==> config.mk <==
export PLATFORM = sky130hd
export DESIGN_NAME = wb_commit_stage_flat
export DESIGN_NICKNAME = d
export VERILOG_FILES = /design/src/rtl/wb_pkg.sv /design/src/rtl/wb_commit_stage_if.sv /design/src/rtl/wb_load_extend.sv /design/src/rtl/wb_commit_stage.sv /design/src/flat_wrapper.sv
export SDC_FILE = /design/constraint.sdc
export NUM_CORES = 1
export LEC_CHECK = 0
export BUFFER_PORTS_ARGS = -buffer_cell sky130_fd_sc_hd__buf_2
export CAP_MARGIN = 20
export CORE_AREA = 2 2 115 128
export CTS_CLUSTER_SIZE = 20
export DETAILED_ROUTE_END_ITERATION = 12
export DIE_AREA = 0 0 117 130
export MAX_ROUTING_LAYER = met4
export PLACE_DENSITY = 0.79
export SYNTH_ARGS = -nofsm -noshare
export SYNTH_HDL_FRONTEND = slang
export SYNTH_SLANG_ARGS = --single-unit
==> constraint.sdc <==
create_clock -name clk -period 2.2 [get_ports clk]
set_input_delay 0.11 -clock clk [delete_from_list [all_inputs] [get_ports clk]]
set_output_delay 0.11 -clock clk [all_outputs]
set_load 0.02 [all_outputs]
==> src/rtl/wb_pkg.sv <==
// Shared types for the write-back commit stage: result-source select, FSM states,
// load funct3 encodings and the load legality check.
package wb_pkg;

    typedef enum logic [2:0] {
        WB_NONE  = 3'd0,
        WB_ALU   = 3'd1,
        WB_MEM   = 3'd2,
        WB_LINK  = 3'd3,
        WB_IMM   = 3'd4,
        WB_AUIPC = 3'd5,
        WB_SLT   = 3'd6
    } wb_sel_t;

    typedef enum logic [1:0] {
        IDLE     = 2'd0,
        WAIT_MEM = 2'd1,
        COMMIT   = 2'd2
    } wb_state_t;

    localparam logic [2:0] F3_LB  = 3'b000;
    localparam logic [2:0] F3_LH  = 3'b001;
    localparam logic [2:0] F3_LW  = 3'b010;
    localparam logic [2:0] F3_LD  = 3'b011;
    localparam logic [2:0] F3_LBU = 3'b100;
    localparam logic [2:0] F3_LHU = 3'b101;
    localparam logic [2:0] F3_LWU = 3'b110;

    // A load is rejected when misaligned for its size, or when it asks for a
    // 64-bit-only form (LD/LWU) on a 32-bit datapath, or uses an unknown funct3.
    function automatic logic load_bad(input logic [2:0] funct3,
                                      input logic [2:0] addr_lo,
                                      input logic       xlen64);
        case (funct3)
            F3_LB, F3_LBU: return 1'b0;
            F3_LH, F3_LHU: return addr_lo[0];
            F3_LW:         return addr_lo[1:0] != 2'b00;
            F3_LWU:        return !xlen64 || (addr_lo[1:0] != 2'b00);
            F3_LD:         return !xlen64 || (addr_lo != 3'b000);
            default:       return 1'b1;
        endcase
    endfunction

endpackage

==> src/rtl/wb_commit_stage_if.sv <==
// Bundle of the upstream instruction, data-memory response, register-file write
// and forwarding signals around the commit stage.
interface wb_commit_stage_if #(
    parameter int XLEN   = 32,
    parameter int REG_AW = 5
);
    logic              in_valid;
    logic              in_ready;
    logic [2:0]        in_sel;
    logic [REG_AW-1:0] in_rd;
    logic [2:0]        in_funct3;
    logic [XLEN-1:0]   in_alu;
    logic [XLEN-1:0]   in_pc;
    logic [XLEN-1:0]   in_imm;
    logic              in_alu_neg;
    logic              mem_rvalid;
    logic [XLEN-1:0]   mem_rdata;
    logic              rf_we;
    logic [REG_AW-1:0] rf_waddr;
    logic [XLEN-1:0]   rf_wdata;
    logic              fwd_valid;
    logic [REG_AW-1:0] fwd_rd;
    logic [XLEN-1:0]   fwd_data;
    logic              busy;
    logic              err;

    modport master (
        output in_valid, in_sel, in_rd, in_funct3, in_alu, in_pc, in_imm, in_alu_neg,
        output mem_rvalid, mem_rdata,
        input  in_ready, rf_we, rf_waddr, rf_wdata, fwd_valid, fwd_rd, fwd_data, busy, err
    );

    modport slave (
        input  in_valid, in_sel, in_rd, in_funct3, in_alu, in_pc, in_imm, in_alu_neg,
        input  mem_rvalid, mem_rdata,
        output in_ready, rf_we, rf_waddr, rf_wdata, fwd_valid, fwd_rd, fwd_data, busy, err
    );

endinterface

==> src/rtl/wb_load_extend.sv <==
// Combinational load formatter: picks the byte/half/word lane of the aligned
// memory word and sign- or zero-extends it to XLEN.
module wb_load_extend
    import wb_pkg::*;
#(
    parameter  int XLEN   = 32,
    localparam int LANE_W = $clog2(XLEN / 8)
) (
    input  logic [2:0]        i_funct3,
    input  logic [LANE_W-1:0] i_lane,
    input  logic [XLEN-1:0]   i_rdata,
    output logic [XLEN-1:0]   o_data
);

    logic [XLEN-1:0] w_shifted;

    assign w_shifted = i_rdata >> {i_lane, 3'b000};

    always_comb begin
        // NOTE: a default before the case gives every path a value, so no latch is inferred.
        o_data = '0;
        case (i_funct3)
            F3_LB:   o_data = XLEN'($signed(w_shifted[7:0]));
            F3_LH:   o_data = XLEN'($signed(w_shifted[15:0]));
            F3_LW:   o_data = XLEN'($signed(w_shifted[31:0]));
            F3_LBU:  o_data = XLEN'(w_shifted[7:0]);
            F3_LHU:  o_data = XLEN'(w_shifted[15:0]);
            F3_LWU:  o_data = XLEN'(w_shifted[31:0]);
            F3_LD:   o_data = i_rdata;
            default: o_data = '0;
        endcase
    end

endmodule

==> src/rtl/wb_commit_stage.sv <==
// Registered write-back stage: builds the result of each retired instruction,
// waits for the memory response on loads, then commits one register-file write.
module wb_commit_stage
    import wb_pkg::*;
#(
    parameter int XLEN        = 32,
    parameter int REG_AW      = 5,
    parameter int MEM_TIMEOUT = 255
) (
    input logic              clk,
    input logic              nRst,
    wb_commit_stage_if.slave bus
);

    localparam int   LANE_W = $clog2(XLEN / 8);
    localparam int   CNT_W  = $clog2(MEM_TIMEOUT + 1);
    localparam logic XLEN64 = (XLEN == 64);

    wb_state_t         r_state,   w_state_nxt;
    logic [REG_AW-1:0] r_rd,      w_rd_nxt;
    logic [XLEN-1:0]   r_data,    w_data_nxt;
    logic [CNT_W-1:0]  r_cnt,     w_cnt_nxt;
    logic [2:0]        r_ld_f3,   w_ld_f3_nxt;
    logic [LANE_W-1:0] r_ld_lane, w_ld_lane_nxt;
    logic              r_err,     w_err_nxt;

    wb_sel_t           w_sel;
    logic              w_in_ready;
    logic              w_accept;
    logic              w_ld_bad;
    logic              w_has_result;
    logic [XLEN-1:0]   w_result;
    logic [XLEN-1:0]   w_load_data;

    assign w_sel      = wb_sel_t'(bus.in_sel);
    assign w_in_ready = (r_state == IDLE) || (r_state == COMMIT);
    assign w_accept   = bus.in_valid && w_in_ready;
    assign w_ld_bad   = load_bad(bus.in_funct3, bus.in_alu[2:0], XLEN64);

    // Non-load result sources; WB_NONE and reserved encodings retire without a write.
    always_comb begin
        w_result     = '0;
        w_has_result = 1'b1;
        case (w_sel)
            WB_ALU:   w_result = bus.in_alu;
            WB_LINK:  w_result = bus.in_pc + XLEN'(4);
            WB_IMM:   w_result = bus.in_imm;
            WB_AUIPC: w_result = bus.in_pc + bus.in_imm;
            WB_SLT:   w_result = XLEN'(bus.in_alu_neg);
            default:  w_has_result = 1'b0;
        endcase
    end

    wb_load_extend #(
        .XLEN(XLEN)
    ) u_load_extend (
        .i_funct3(r_ld_f3),
        .i_lane  (r_ld_lane),
        .i_rdata (bus.mem_rdata),
        .o_data  (w_load_data)
    );

    always_comb begin
        w_state_nxt   = r_state;
        w_rd_nxt      = r_rd;
        w_data_nxt    = r_data;
        w_cnt_nxt     = r_cnt;
        w_ld_f3_nxt   = r_ld_f3;
        w_ld_lane_nxt = r_ld_lane;
        w_err_nxt     = 1'b0;

        case (r_state)
            WAIT_MEM: begin
                // A response on the last allowed cycle still wins over the timeout.
                if (bus.mem_rvalid) begin
                    w_state_nxt = COMMIT;
                    w_data_nxt  = w_load_data;
                end else if (r_cnt == CNT_W'(MEM_TIMEOUT - 1)) begin
                    w_state_nxt = IDLE;
                    w_err_nxt   = 1'b1;
                end else begin
                    w_cnt_nxt = r_cnt + 1'b1;
                end
            end

            default: begin
                w_state_nxt = IDLE;
                if (w_accept) begin
                    if (w_sel == WB_MEM) begin
                        if (w_ld_bad) begin
                            w_err_nxt = 1'b1;
                        end else begin
                            w_state_nxt   = WAIT_MEM;
                            w_rd_nxt      = bus.in_rd;
                            w_cnt_nxt     = '0;
                            w_ld_f3_nxt   = bus.in_funct3;
                            w_ld_lane_nxt = bus.in_alu[LANE_W-1:0];
                        end
                    end else if (w_has_result) begin
                        w_state_nxt = COMMIT;
                        w_rd_nxt    = bus.in_rd;
                        w_data_nxt  = w_result;
                    end
                end
            end
        endcase
    end

    always_ff @(posedge clk or negedge nRst) begin
        if (!nRst) begin
            // NOTE: datapath registers are reset too, so the write and bypass buses read 0 out of reset.
            r_state   <= IDLE;
            r_rd      <= '0;
            r_data    <= '0;
            r_cnt     <= '0;
            r_ld_f3   <= '0;
            r_ld_lane <= '0;
            r_err     <= 1'b0;
        end else begin
            // NOTE: non-blocking assignments so every register samples pre-edge values.
            r_state   <= w_state_nxt;
            r_rd      <= w_rd_nxt;
            r_data    <= w_data_nxt;
            r_cnt     <= w_cnt_nxt;
            r_ld_f3   <= w_ld_f3_nxt;
            r_ld_lane <= w_ld_lane_nxt;
            r_err     <= w_err_nxt;
        end
    end

    // x0 is never written nor offered for bypass; in WAIT_MEM the bypass data is not yet valid.
    assign bus.in_ready  = w_in_ready;
    assign bus.rf_we     = (r_state == COMMIT) && (r_rd != '0);
    assign bus.rf_waddr  = r_rd;
    assign bus.rf_wdata  = r_data;
    assign bus.fwd_valid = (r_state != IDLE) && (r_rd != '0);
    assign bus.fwd_rd    = r_rd;
    assign bus.fwd_data  = r_data;
    assign bus.busy      = (r_state != IDLE);
    assign bus.err       = r_err;

endmodule

==> src/flat_wrapper.sv <==
// flat-port wrapper written by rule: the top's interface ports become plain ports
module wb_commit_stage_flat import wb_pkg::*;
#(
    parameter int XLEN        = 32,
    parameter int REG_AW      = 5,
    parameter int MEM_TIMEOUT = 255
)
  (clk, nRst, bus_in_valid, bus_in_sel, bus_in_rd, bus_in_funct3, bus_in_alu, bus_in_pc, bus_in_imm, bus_in_alu_neg, bus_mem_rvalid, bus_mem_rdata, bus_in_ready, bus_rf_we, bus_rf_waddr, bus_rf_wdata, bus_fwd_valid, bus_fwd_rd, bus_fwd_data, bus_busy, bus_err);
  wb_commit_stage_if #(.XLEN(XLEN), .REG_AW(REG_AW)) bus_i ();
  input logic clk;
  input logic nRst;
  input wire logic [$bits(bus_i.in_valid)-1:0] bus_in_valid;
  input wire logic [$bits(bus_i.in_sel)-1:0] bus_in_sel;
  input wire logic [$bits(bus_i.in_rd)-1:0] bus_in_rd;
  input wire logic [$bits(bus_i.in_funct3)-1:0] bus_in_funct3;
  input wire logic [$bits(bus_i.in_alu)-1:0] bus_in_alu;
  input wire logic [$bits(bus_i.in_pc)-1:0] bus_in_pc;
  input wire logic [$bits(bus_i.in_imm)-1:0] bus_in_imm;
  input wire logic [$bits(bus_i.in_alu_neg)-1:0] bus_in_alu_neg;
  input wire logic [$bits(bus_i.mem_rvalid)-1:0] bus_mem_rvalid;
  input wire logic [$bits(bus_i.mem_rdata)-1:0] bus_mem_rdata;
  output wire logic [$bits(bus_i.in_ready)-1:0] bus_in_ready;
  output wire logic [$bits(bus_i.rf_we)-1:0] bus_rf_we;
  output wire logic [$bits(bus_i.rf_waddr)-1:0] bus_rf_waddr;
  output wire logic [$bits(bus_i.rf_wdata)-1:0] bus_rf_wdata;
  output wire logic [$bits(bus_i.fwd_valid)-1:0] bus_fwd_valid;
  output wire logic [$bits(bus_i.fwd_rd)-1:0] bus_fwd_rd;
  output wire logic [$bits(bus_i.fwd_data)-1:0] bus_fwd_data;
  output wire logic [$bits(bus_i.busy)-1:0] bus_busy;
  output wire logic [$bits(bus_i.err)-1:0] bus_err;
  assign bus_i.in_valid = bus_in_valid;
  assign bus_i.in_sel = bus_in_sel;
  assign bus_i.in_rd = bus_in_rd;
  assign bus_i.in_funct3 = bus_in_funct3;
  assign bus_i.in_alu = bus_in_alu;
  assign bus_i.in_pc = bus_in_pc;
  assign bus_i.in_imm = bus_in_imm;
  assign bus_i.in_alu_neg = bus_in_alu_neg;
  assign bus_i.mem_rvalid = bus_mem_rvalid;
  assign bus_i.mem_rdata = bus_mem_rdata;
  assign bus_in_ready = bus_i.in_ready;
  assign bus_rf_we = bus_i.rf_we;
  assign bus_rf_waddr = bus_i.rf_waddr;
  assign bus_rf_wdata = bus_i.rf_wdata;
  assign bus_fwd_valid = bus_i.fwd_valid;
  assign bus_fwd_rd = bus_i.fwd_rd;
  assign bus_fwd_data = bus_i.fwd_data;
  assign bus_busy = bus_i.busy;
  assign bus_err = bus_i.err;
  wb_commit_stage #(.XLEN(XLEN), .REG_AW(REG_AW), .MEM_TIMEOUT(MEM_TIMEOUT)) u_core (.clk(clk), .nRst(nRst), .bus(bus_i));
endmodule
Yosys cells after proc, flatten, opt, wreduce, memory -nomap -nowiden
Index checks and enable logic that the tools add are counted.
{ "totals": {"elab_cells": 92, "regBits": 53, "out_inout_bits": 79} }
{ "op_classes": {"n_shift": 1, "bitwise_logic": 2, "eq_ne": 26, "add_sub_neg": 3, "reduce_logical": 22, "mux": 31} }
{ "op_table": {"columns": ["operator", "n"], "rows": [
  ["$pmux W32 S6", 1],
  ["$mux W32", 5],
  ["$pmux W32 S5", 1],
  ["$mux W8", 6],
  ["$add A32 B3 Y32 const B", 1],
  ["$add A32 B32 Y32", 1],
  ["$shr A32 B5 Y32", 1],
  ["$eq A3 B3 Y1 const B", 8],
  ["$eq A3 B2 Y1 const B", 5],
  ["$mux W5", 3],
  ["$mux W2", 6],
  ["$ne A2 B2 Y1 const B", 6],
  ["$reduce_and A4 Y1", 3],
  ["$reduce_bool A2 Y1", 6],
  ["$eq A3 B1 Y1 const B", 3],
  ["$add A8 B1 Y8 const B", 1],
  ["$eq A8 B8 Y1 const B", 1],
  ["$mux W1", 8],
  ["$logic_not A3 Y1", 2],
  ["$reduce_or A2 Y1", 3],
  ["$reduce_and A5 Y1", 1],
  ["$reduce_bool A5 Y1", 1],
  ["$reduce_or A5 Y1", 1],
  ["$logic_and A1 B1 Y1", 3],
  ["7 further kinds", 8]
]} }

Depth between registers and ports, before layout
Gate-level depths: netlist (run 1).
{ "depth": {"word_depth": 7, "ltp_mapped": 11, "ltp_nobuf": 11} }

By module
From an unflattened synthesis (run 1), not the netlist that was laid out.
{ "unflattened": {"cells_unflattened": 812, "area_unflattened_um2": 6357.3} }
{ "by_module_without_submodules": {"columns": ["module", "cells_each", "area_per_inst_um2", "n_inst", "seq_area_each_um2"], "rows": [
  ["wb_commit_stage", 692, 5502.8, 1, 1326.3],
  ["wb_load_extend", 120, 854.6, 1, 0.0]
]} }

Least setup slack after synthesis (run 1)
Ideal clock, no wire load.
{ "synth_timing": {"path_type": "in2reg", "start": "input port bus_in_imm[0]", "end": "register u_core.r_data[26] (netlist: u_core.bus.fwd_data[26])", "stages": 11, "arrival_time_ps": 2260, "n_path_buf": 0, "t_required_ps": 2072, "slack_ps": -188, "setup_ps": 128, "path_cell_list": "ha_1 fa_1 a211oi_1 o211ai_1 nand2_1 a21oi_1 a21o_1 a21o_1 a311oi_1 xor2_1 o21ai_0"} }
{ "synth_between": {"elab_chain_cells": 6} }
{ "synth_lines": {"columns": ["element", "line_no", "source"], "rows": [
  ["start, declared", "flat_wrapper.sv:18", "input wire logic [$bits(bus_i.in_imm)-1:0] bus_in_imm;"],
  ["$add A32 B32 Y32", "wb_commit_stage.sv:48", "WB_AUIPC: w_result = bus.in_pc + bus.in_imm;"],
  ["$pmux W32 S5", "wb_commit_stage.sv:44", "case (w_sel)"],
  ["$mux W32", "wb_commit_stage.sv:99", "end else if (w_has_result) begin"],
  ["$mux W32", "wb_commit_stage.sv:89", "if (w_sel == WB_MEM) begin"],
  ["$mux W32", "wb_commit_stage.sv:88", "if (w_accept) begin"],
  ["$mux W32", "wb_commit_stage.sv:72", "case (r_state)"],
  ["end signal, assigned", "wb_commit_stage.sv:123", "r_data <= w_data_nxt;"],
  ["end, declared", "wb_commit_stage.sv:21", "logic [XLEN-1:0] r_data, w_data_nxt;"]
]} }
No other way between the ends. The select of a mux whose other input is x is not followed.
A chain may end at the register's enable or synchronous reset.

Worst setup path after layout (run 1)
{ "layout_timing": {"start": "input port bus_in_pc[1]", "end": "register u_core.r_data[9] (netlist: u_core.bus.fwd_data[9])"} }
{ "layout_between": {"elab_chain_cells": 6} }
{ "layout_lines": {"columns": ["element", "line_no", "source"], "rows": [
  ["start, declared", "flat_wrapper.sv:17", "input wire logic [$bits(bus_i.in_pc)-1:0] bus_in_pc;"],
  ["$add A32 B32 Y32 or $add A32 B3 Y32 (tied branches)", "wb_commit_stage.sv:48, wb_commit_stage.sv:46", null],
  ["$pmux W32 S5 (*)", "wb_commit_stage.sv:44", null],
  ["$mux W32 (*)", "wb_commit_stage.sv:99", null],
  ["$mux W32 (*)", "wb_commit_stage.sv:89", null],
  ["$mux W32 (*)", "wb_commit_stage.sv:88", null],
  ["$mux W32 (*)", "wb_commit_stage.sv:72", null]
]} }
Every way passes the cells marked *; elsewhere a longest branch is shown, timed or not. The select of a mux whose other input is x is not followed.

==> results of run 1 <==
==> synthesized netlist by cell type, drive strengths merged (3+ instances only) <==
cell type	number
mux2	10
a222oi	14
a221o	4
xnor2	31
xor2	29
o21bai	4
or3	3
inv	14
o21ai	47
clkbuf	34
a21oi	93
or2	4
a22oi	18
o22a	3
a221oi	15
ha	34
nand3	32
a31oi	5
buf	53
a21o	15
mux2i	12
dfrtp	53
nor2	57
o211ai	6
a2111oi	3
a311oi	3
nor2b	18
nor3	17
a211oi	29
o22ai	16
o221ai	10
o21a	13
and3	8
nor3b	10
nand2	69
nand4	11
nand2b	4
==> worst register-to-register path, stage by stage (launching register included) <==
cell       delay [ps]
dfrtp_2           440
nor2b_1            60
a211oi_1          230
a21oi_1           100
nor2_1            170
a2111oi_2          70
buf_4             190
a221oi_1          380
o22ai_1           160
a21oi_1           150
a21oi_1            80
==> layout make-up <==
class,count,area share (%)
Clock inverter,2,0.158
Antenna cell,1,0.0288
Timing Repair Buffer,377,26.5
Clock buffer,6,1.48
Inverter,14,0.647
Sequential cell,53,15.3
Tap cell,192,2.76
Multi-Input combinational cell,669,53.2
==> layer usage <==
layer  vias to the layer above  global-route usage [%]  wire length [um]
met5                         -                       -                 0
met4                         0                    14.0              1050
met3                        62                    2.23              1740
met2                       397                    51.3             11600
met1                      3628                    42.6             10600
li1                       3680                       -                 -
==> sequential cells by signal, indices dropped and copies added (netlist names) <==
name	flops
u_core.bus.fwd_rd	5
u_core.r_ld_lane	2
u_core.bus.fwd_data	32
u_core.r_state	2
u_core.r_ld_f3	3
u_core.r_cnt	8
u_core.bus.err	1
==> repair_timing <==
action,CTS,global route
endpoints found under the hold margin,29,0
resized for setup,3,37
setup buffers,0,4
endpoints found under the setup margin,21,29
hold buffers,1,0
pin swaps,0,17
==> final timing paths <==
path                                   startpoint                      end  slack [ps]  cells after the start
setup / recovery                     bus_in_pc[1]   u_core.bus.fwd_data[9]          -9                     13
hold / removal                       bus_in_rd[0]     u_core.bus.fwd_rd[0]          40                      2
setup reg to reg              u_core.r_ld_lane[1]  u_core.bus.fwd_data[22]          60                     10
hold reg to reg            u_core.bus.fwd_data[5]   u_core.bus.fwd_data[5]         510                      1
max in group asynchronous                    nRst  u_core.bus.fwd_data[16]        1110                      3
min in group asynchronous                    nRst      u_core.r_ld_lane[1]         410                      2
==> metrics by stage <==
| stage | worst slack [ps] | utilization (%) |
|---|---|---|
| after floorplan | -1.01 | - |
| after global placement | -252 | 59.3 |
| after detailed placement | -289 | 59.3 |
| after CTS | 18.0 | 60.4 |
| after global routing | -68.2 | 61.7 |
| final | -8.79 | 61.7 |
==> power groups by stage <==
stage	registers, mW	clock network, mW	logic (mW)
finish	1.32	0.813	3.08
global route	1.34	0.853	3.32
CTS	1.32	0.818	2.94
detailed placement	1.33	0	2.92
global placement	1.33	0	2.88
floorplan	1.44	0	1.79
==> logic make-up (layout without fill, tap and decap cells) <==
logic type,count (synthesis),count (layout),share of synthesized area [%]
other cells,0,1,0
fa+ha+maj,35,35,6.97
flops,53,53,20.8
buf+inv,101,399,8.95
compound gates,310,310,33.0
simple gates,242,242,18.4
mux,22,22,3.64
xor+xnor,60,60,8.22
==> summary.md, run 1 <==
| Metric | Value |
|---|---|
| Status | finished, violations left |
| Violated checks | setup timing |
| Fin Clk Skew | ~7.2 ps |
| Maximum root-to-sink buffer count | 2 |
| Syn avg cell area | 7.76 um2 |
| Post-Synthesis Cell Area | around 6400 um2 |
| Sw power | between 2 and 2.5 mW |
| Final Net Count | around 1.3k |
| Sequential standard cell area | 1330 um2 |
| Total of max-cap violations | 0 |
| DRT iter0 DRCs | 837 |
| Pwr dens | 600 nW/um2 |
| Post-route design area | 8700 um2 |
| Area occupied by multi-input gates | 4630 um2 |
| Worst path max stage delay | 290 ps |
| Placed cell area | 8360 um2 |
| Area Growth Syn to Fin | 36.2% |
| Area contributors post-synth | dfrtp_1, a21oi_1, ha_1, buf_4, xnor2_1 |
| RSZ-0062 raised after global routing | yes |
| Clock slew seen by the registers of the worst setup and hold paths | 70 ps |
| Synth cell types | 73 |
| Slowest CP cell | ha_1 |
| Worst setup margin | -8.79 ps |
| Die W | 117 um |
| Post-synth ARST share | 100% |
| Commonest non-fill, non-tap cell in the layout | buf_2 |
| Peak supply drop | ~0.34 mV |
| Synth Instances | 823 |
| Overflow after GRT | 0 |
| Pleak | 4.03 nW |
| WP buf/inv | 3 |
| Drt total wl | roughly 25000 um |
| Core Region | 14100 um2 |
| Clk_lat worst skew | 300 ps |
| GPL Wtd Cong | 0.969 |
| Sequential power share | 25.3% |
| P_int | around 2.9 mW |
| Die area | 15200 um2 |
| Tot GR Track Use | 32.4% |
| Die height | 130 um |
| Initial core utilization | between 40% and 50% |
| Vias/cell | 5.91 |
| Critical path, cell by cell | buf_2 > ha_1 > a211oi_2 > o21ai_2 > buf_4 > a31o_2 > a21o_1 > a21oi_1 > xor2_1 > o21ai_0 > buf_4 > a21oi_1 > o21ai_0 |
| Final Hold Vio Count | 0 |
| H-tree depth | 2 |
| Most frequent cells in the layout | buf_2, buf_4, a21oi_1, nand2_1, nor2_1 |
| Layout cells sized above 1 | 39.1% |
| Startpoint Class | input pin |
| #FFs+latches synth | 53 |
| Slew margin rel. | 34.2% |
| Yosys warns | 0 |
| Final TNS setup | -8.79 ps |
| Crit Path Max Fanout | 2 |
| CTS sink count | 53 |
| CP top delay family | compound AO/OA/AOI/OAI gates |
| CP arrival | 2430 ps |
| Number of port buffers | between 200 and 250 |
| Number of global-route vias before repair | 7200 |
| Synth Flop Type | dfrtp_1 |
| CTS tree | done |
| Root Driver | clkbuf_16 |
| Detail Placement HPWL | 20400 um |
| Clock Power Share | about 16% |
| Seq/Total Area, Yosys | 20.8% |
| Cts bufs inserted | 5 |
| ANT nets after route | 0 |
| Initial antenna violation count | 1 |
| Finished Layout Cells | between 1k and 1.5k |
| Slew Limit Fails | 0 |
| # fillers | about 1.3k |
| DR WL/cell | approximately 19 um |
| Overall power | around 5.2 mW |
| Critical path class | input pin to flip-flop |
| Placed cell count | 1300 |
| IO Pins | 223 |
| Sw frac | 45.3% |
| Tightest Pin Transition | 979 ps |
| HP Class | input pin to flip-flop |
| First-pass GRT wire length | 37200 um |
| Combinational share of power | approximately three fifths |
| Largest net degree at the start of global routing | 32 |
| Hold slack | 39.0 ps |
| Final Cycle Share | 100% |
| Critical Path Sink Type | flip-flop |
| Max Clock Freq | around 450 MHz |
| Drt pass-1 iters | 7 |
| Required time of the worst setup path | 2420 ps |
| Synth Net Count | 1002 |
| Vias | 7767 |
| Largest area contributor in the netlist | dfrtp_1 |
| Top cell type's share of synthesized area | 20.8% |
| Remaining DRCs | 0 |
| Final Critical Period | 2210 ps |
| Final setup viols | 1 |
| Post-synth EDFFs | 0 |
| Row cnt | 46 |
Power figures use the tool's default switching activity.
==> run 2: changes to the inputs <==
- CORE_AREA: 2 2 115 128 -> 2 2 105 118
- DIE_AREA: 0 0 117 130 -> 0 0 107 120
- PLACE_DENSITY: 0.79 -> 0.89
- clock period: 2.2 -> 2.85 ns (I/O delays scaled with it)
==> run 2 against run 1 <==
Effect of this change: the run now ends clean; sequential cell count unchanged; count of clock-buffer cells in the layout down 1; global-route usage grew 3.3 points; core utilization rose by 3.3 points; largest cell class unchanged; sequential power down 21%; power fell by 28%.
==> summary.md, run 2 (same netlist as run 1, synthesis figures left out) <==
| Metric | Value |
|---|---|
| First-pass GRT wire length | 35400 um (-4.8%) |
| Total of max-cap violations | 0 (unchanged) |
| Startpoint Class | input pin |
| Postcts setup bufs | 0 (unchanged) |
| Status | completed |
| Hold slack | 77.3 ps (+38.3 ps) |
| Number of flip-flops under the largest register name | 32 (unchanged) |
| CTS sink count | 53 (unchanged) |
| Pleak | 3.44 nW (-15%) |
| Critical path class | input pin to flip-flop |
| Vias | 7272 (-6.4%) |
| Die W | 107 um (-8.5%) |
| Drt total wl | 22900 um (-8.2%) |
| Detail Placement HPWL | 18400 um (-9.7%) |
| Fin Clk Skew | 10.9 ps (+3.68 ps) |
| Most frequent cells in the layout | buf_2, a21oi_1, nand2_1, nor2_1, dfrtp_1 |
| Final setup viols | 0 (-1) |
| HP Class | input pin to flip-flop |
| Required time of the worst setup path | 3040 ps (+620 ps) |
| Crit Path Max Fanout | 3 (+1) |
| # fillers | 1086 (-14%) |
| Die area | 12800 um2 (-16%) |
| DRT met1 WL | 9210 um (-13%) |
| Number of global-route vias before repair | 6835 (-5.1%) |
| Placed cell area | 7450 um2 (-11%) |
| Critical Path Sink Type | flip-flop |
| Cts bufs inserted | 5 (unchanged) |
| Die height | 120 um (-7.7%) |
| Root Driver | clkbuf_16 |
| CTS tree | done |
| DR WL/cell | 19.8 um (+4.2%) |
| Routed length on met3 | 1990 um (+14%) |
| Vias/cell | 6.28 (+6.2%) |
| Final TNS setup | 0 ps (+8.79 ps) |
| GPL Wtd Cong | 1.01 (+4.6%) |
| Number of port buffers | 222 (unchanged) |
| ANT nets after route | 0 (unchanged) |
| Met2 WL post-DR | 11000 um (-5.2%) |
| CP arrival | 2720 ps (+290 ps) |
| DRT iter0 DRCs | 777 (-7.2%) |
| Highest metal used | met4 |
| Commonest non-fill, non-tap cell in the layout | buf_2 |
| ANT cells | 0 (-1) |
| Pwr dens | 492 nW/um2 (-18%) |
| Final Critical Period | ~2500 ps |
| Maximum root-to-sink buffer count | 2 (unchanged) |
| Post-route design area | 7610 um2 (-13%) |
| Peak supply drop | 0.315 mV (-8.4%) |
| Remaining DRCs | 0 (unchanged) |
| Tightest Pin Transition | 653 ps (-326 ps) |
| Clock slew seen by the registers of the worst setup and hold paths | 80 ps (about the same) |
| Slew Limit Fails | 0 (unchanged) |
| Largest net degree at the start of global routing | 29 (-9.4%) |
| Max Clock Freq | around 390 MHz |
| RSZ-0062 raised after global routing | no |
| Overflow after GRT | 0 (unchanged) |
| Final Net Count | 1182 (-9.0%) |
| Area Growth Syn to Fin | 19.1% |
| IO Pins | 223 (unchanged) |
| Final Cycle Share | around nine tenths |
| Drt pass-1 iters | 5 (-2) |
| Tot GR Track Use | 35.6% (+3.3 points) |
| Clk_lat worst skew | 300 ps (about the same) |
| Final Hold Vio Count | 0 (unchanged) |
| Layout cells sized above 1 | 29.6% (-9.5 points) |
| H-tree depth | 2 (unchanged) |
| Slew margin rel. | 56.3% (+22 points) |
| Initial antenna violation count | 0 (-1) |
| Row cnt | 42 (-8.7%) |
| Initial core utilization | 54.5% (+9.2 points) |
| Core Region | 11700 um2 (-17%) |
| Post_cts resized | 0 (-3) |
-- run 2: cell types whose count changed in the layout (fill, tap and decap cells not counted), sizes merged --
| cell | delta |
|---|---|
| diode | -1 |
| clkinv | -1 |
| buf | -117 |
| clkbuf | -1 |
| inv | +2 |
-- run 2: per-stage QoR --
step / cells / util, % / setup slack [ps] / power, mW
after floorplan: 823 / - / 430 / 2.48
after global placement: 1149 / 63.6 / 161 / 3.05
after detailed placement: 1149 / 63.6 / 9.76 / 3.07
after CTS: 1158 / 65.0 / 326 / 3.71
after global routing: 1158 / 65.0 / 157 / 3.96
final: 1158 / 65.0 / 317 / 3.75
-- run 2: per-layer routing --
metal / vias to the layer above / GRT usage (%)
met5: - / -
met4: 0 / 11.8
met3: 51 / 2.39
met2: 385 / 58.9
met1: 3401 / 46.5
li1: 3435 / -
-- run 2: path summary, 6_finish.rpt --
kind / startpoint / end / slack [ps] / cells after the start
min in group asynchronous: nRst / u_core.r_ld_f3[2] / 380 / 2
setup reg to reg: u_core.r_ld_lane[1] / u_core.bus.fwd_data[19] / 500 / 9
max in group asynchronous: nRst / u_core.bus.fwd_data[2] / 1660 / 3
setup / recovery: bus_in_imm[0] / u_core.bus.fwd_data[26] / 320 / 13
hold / removal: bus_in_rd[4] / u_core.bus.fwd_rd[4] / 80 / 2
hold reg to reg: u_core.bus.fwd_data[8] / u_core.bus.fwd_data[8] / 520 / 2
-- run 2: layout make-up --
class | instances | area, um2 | area share (%)
Timing Repair Buffer | 260 | 1400 | 18.4
Clock inverter | 3 | 25.0 | 0.329
Tap cell | 154 | 193 | 2.53
Inverter | 14 | 52.6 | 0.690
Multi-Input combinational cell | 669 | 4490 | 59.0
Sequential cell | 53 | 1330 | 17.4
Clock buffer | 5 | 125 | 1.64
-- run 2: worst max-delay path, stage by stage --
cell      delay (ps)
buf_2            110
ha_1             250
fa_1             440
a211oi_1         250
buf_4            150
o211ai_1         110
nand2_1          110
a21oi_1           90
a21o_1           190
a21o_1           220
a311oi_1         360
xor2_1           190
o21ai_0          110
-- run 2: power by group --
group          switching, mW  internal, mW
registers              0.159         0.880
logic                   1.26         0.803
clock network          0.307         0.333
total                   1.73          2.02
-- run 2: repair_timing --
action | 4_1_cts | 5_1_grt
hold endpoints to repair | 25 | 0
setup endpoints to repair | 0 | 0
hold buffers | 1 | 0
==> run 3: changes to the inputs <==
- REMOVE_ABC_BUFFERS: default -> 1
==> run 3 against run 2 <==
Effect of this change: the flow now finishes with violations (hold timing); register-to-register slack got worse by 270 ps; sequential share of layout area rose by 0.075 points; final cell count fell by 0.35%; count of clock-buffer cells in the layout did not move; first-iteration DRC count rose by 24%; sequential power barely moved; non-clock buffer count fell by 4; combinational power barely moved; die area did not move.
==> summary.md, run 3 (same netlist as run 1, synthesis figures left out) <==
| Metric | Value |
|---|---|
| Critical path class | flip-flop to flip-flop |
| Die height | 120 um (unchanged) |
| IO Pins | 223 (unchanged) |
| Clock slew seen by the registers of the worst setup and hold paths | 80 ps (about the same) |
| # fillers | 1071 (-1.4%) |
| Area occupied by multi-input gates | 4490 um2 (unchanged) |
| Slowest CP cell | a221oi_1 |
| Root Driver | clkbuf_16 |
| Worst path max stage delay | 510 ps (+70 ps) |
| Crit Path Max Fanout | 12 (+9) |
| CTS sink count | 53 (unchanged) |
| Most frequent cells in the layout | buf_2, a21oi_1, nand2_1, nor2_1, dfrtp_1 |
| Number of port buffers | 222 (unchanged) |
| Detail Placement HPWL | 18300 um (-0.49%) |
| ANT nets after route | 0 (unchanged) |
| Finished Layout Cells | 1154 (-0.35%) |
| Worst setup margin | 226 ps (-90.3 ps) |
| Total of max-cap violations | 0 (unchanged) |
| Commonest non-fill, non-tap cell in the layout | buf_2 |
| Slew margin rel. | 31.5% (-25 points) |
| CP arrival | 2820 ps (+100 ps) |
| Tot GR Track Use | 36.5% (+0.84 points) |
| Status | finished, violations left |
| Maximum root-to-sink buffer count | 2 (unchanged) |
| Pleak | 3.42 nW (-0.57%) |
| DRT iter0 DRCs | 962 (+24%) |
| Post-route design area | 7580 um2 (-0.43%) |
| Required time of the worst setup path | 3040 ps (about the same) |
| Tightest Pin Transition | 1030 ps (+372 ps) |
| Violated checks | hold timing |
| Startpoint Class | flip-flop |
| CP top delay family | compound AO/OA/AOI/OAI gates |
| WP buf/inv | 1 (-1) |
| Row cnt | 42 (unchanged) |
| Placed cell area | 7430 um2 (-0.30%) |
| Critical path, cell by cell | mux2i_1 > nor2_1 > a21oi_1 > a2111oi_2 > buf_4 > a221oi_1 > o22ai_1 > a21oi_1 > a21oi_1 |
| First-pass GRT wire length | 36100 um (+2.0%) |
| Final core utilization | 64.7% (-0.28 points) |
| Cell mode on critical path | a21oi_1 |
| Final TNS setup | 0 ps (unchanged) |
| Drt total wl | 23000 um (+0.35%) |
| Number of flip-flops under the largest register name | 32 (unchanged) |
| H-tree depth | 2 (unchanged) |
| Pwr dens | 496 nW/um2 (+0.73%) |
| Pre-CTS setup slack | 141 ps (+131 ps) |
| Post_cts resized | 0 (unchanged) |
| Postcts setup bufs | 0 (unchanged) |
| Core Region | 11700 um2 (unchanged) |
| Number of global-route vias before repair | 6925 (+1.3%) |
| Critical Path Sink Type | flip-flop |
| Initial antenna violation count | 0 (unchanged) |
| Die area | 12800 um2 (unchanged) |
| Final Critical Period | 2620 ps (+90.3 ps) |
| Fin Clk Skew | 7.92 ps (-2.95 ps) |
| Drt pass-1 iters | 6 (+1) |
| Final Cycle Share | 92.1% (+3.2 points) |
| HP Class | input pin to async pin |
| Initial core utilization | 54.5% (unchanged) |
| Die W | 107 um (unchanged) |
| Vias/cell | 6.45 (+2.7%) |
| Clk_lat worst skew | 300 ps (about the same) |
| Hold slack | -23.9 ps (-101 ps) |
| Layout cells sized above 1 | 29.4% (-0.18 points) |
| Slew Limit Fails | 0 (unchanged) |
| Cts bufs inserted | 5 (unchanged) |
| Peak supply drop | 0.312 mV (-0.94%) |
| Final Net Count | 1178 (-0.34%) |
| CTS tree | done |
| Hold_buf cts | 0 (-1) |
| RSZ-0062 raised after global routing | no |
| Overflow after GRT | 0 (unchanged) |
| ANT cells | 0 (unchanged) |
| Max Clock Freq | 381 MHz (-3.4%) |
| DR WL/cell | 19.9 um (+0.70%) |
| Area Growth Syn to Fin | 18.6% |
| Final Hold Vio Count | 36 (+36) |
| Largest net degree at the start of global routing | 41 (+41%) |
| Placed cell count | 1146 (-0.26%) |
| Final setup viols | 0 (unchanged) |
| Sequential standard cell area | 1330 um2 (unchanged) |
| Vias | 7439 (+2.3%) |
| Remaining DRCs | 0 (unchanged) |
| GPL Wtd Cong | 1.02 (+1.1%) |
## run 3: cell count changes in the layout (fill, tap and decap cells not counted), sizes merged
cell,previous run,this run
inv,16,15
buf,259,256
clkinv,0,1
dlygate4sd3,1,0
## run 3: worst paths after layout
path | from | end | slack [ps] | cells past startpoint
worst max-delay path | u_core.r_ld_lane[1] | u_core.bus.fwd_data[19] | 230 | 9
worst min-delay path | nRst | u_core.bus.fwd_data[21] | -20 | 1
worst max register to register | u_core.r_ld_lane[1] | u_core.bus.fwd_data[19] | 230 | 9
worst min register to register | u_core.bus.fwd_data[4] | u_core.bus.fwd_data[4] | 530 | 1
max in group asynchronous | nRst | u_core.bus.fwd_data[1] | 2190 | 2
min in group clk | bus_in_rd[1] | u_core.bus.fwd_rd[1] | 70 | 2
## run 3: power breakdown
part           internal, mW  switching, mW  total (mW)
logic                 0.787           1.26        2.05
registers             0.880          0.178        1.06
clock network         0.332          0.317       0.649
total                  2.00           1.76        3.76
## run 3: per-stage QoR
step	power, mW	hold WS (ps)
6_report	3.76	-23.9
4_1_cts	3.72	24.5
2_1_floorplan	2.28	-153
3_3_place_gp	3.05	330
5_1_grt	3.95	71.0
3_5_place_dp	3.07	333
## run 3: layer usage
metal | wire [um] | track usage [%] | vias up
li1 | - | - | 3441
met1 | 8870 | 47.2 | 3445
met2 | 10800 | 57.5 | 468
met3 | 2230 | 3.97 | 85
met4 | 1020 | 16.6 | 0
met5 | 0 | - | -
## run 3: cell type report
class                           instances  share of cell area [%]
Inverter                               14                   0.693
Clock inverter                          3                   0.330
Sequential cell                        53                    17.5
Tap cell                              154                    2.54
Clock buffer                            5                    1.65
Multi-Input combinational cell        669                    59.3
Timing Repair Buffer                  256                    18.0
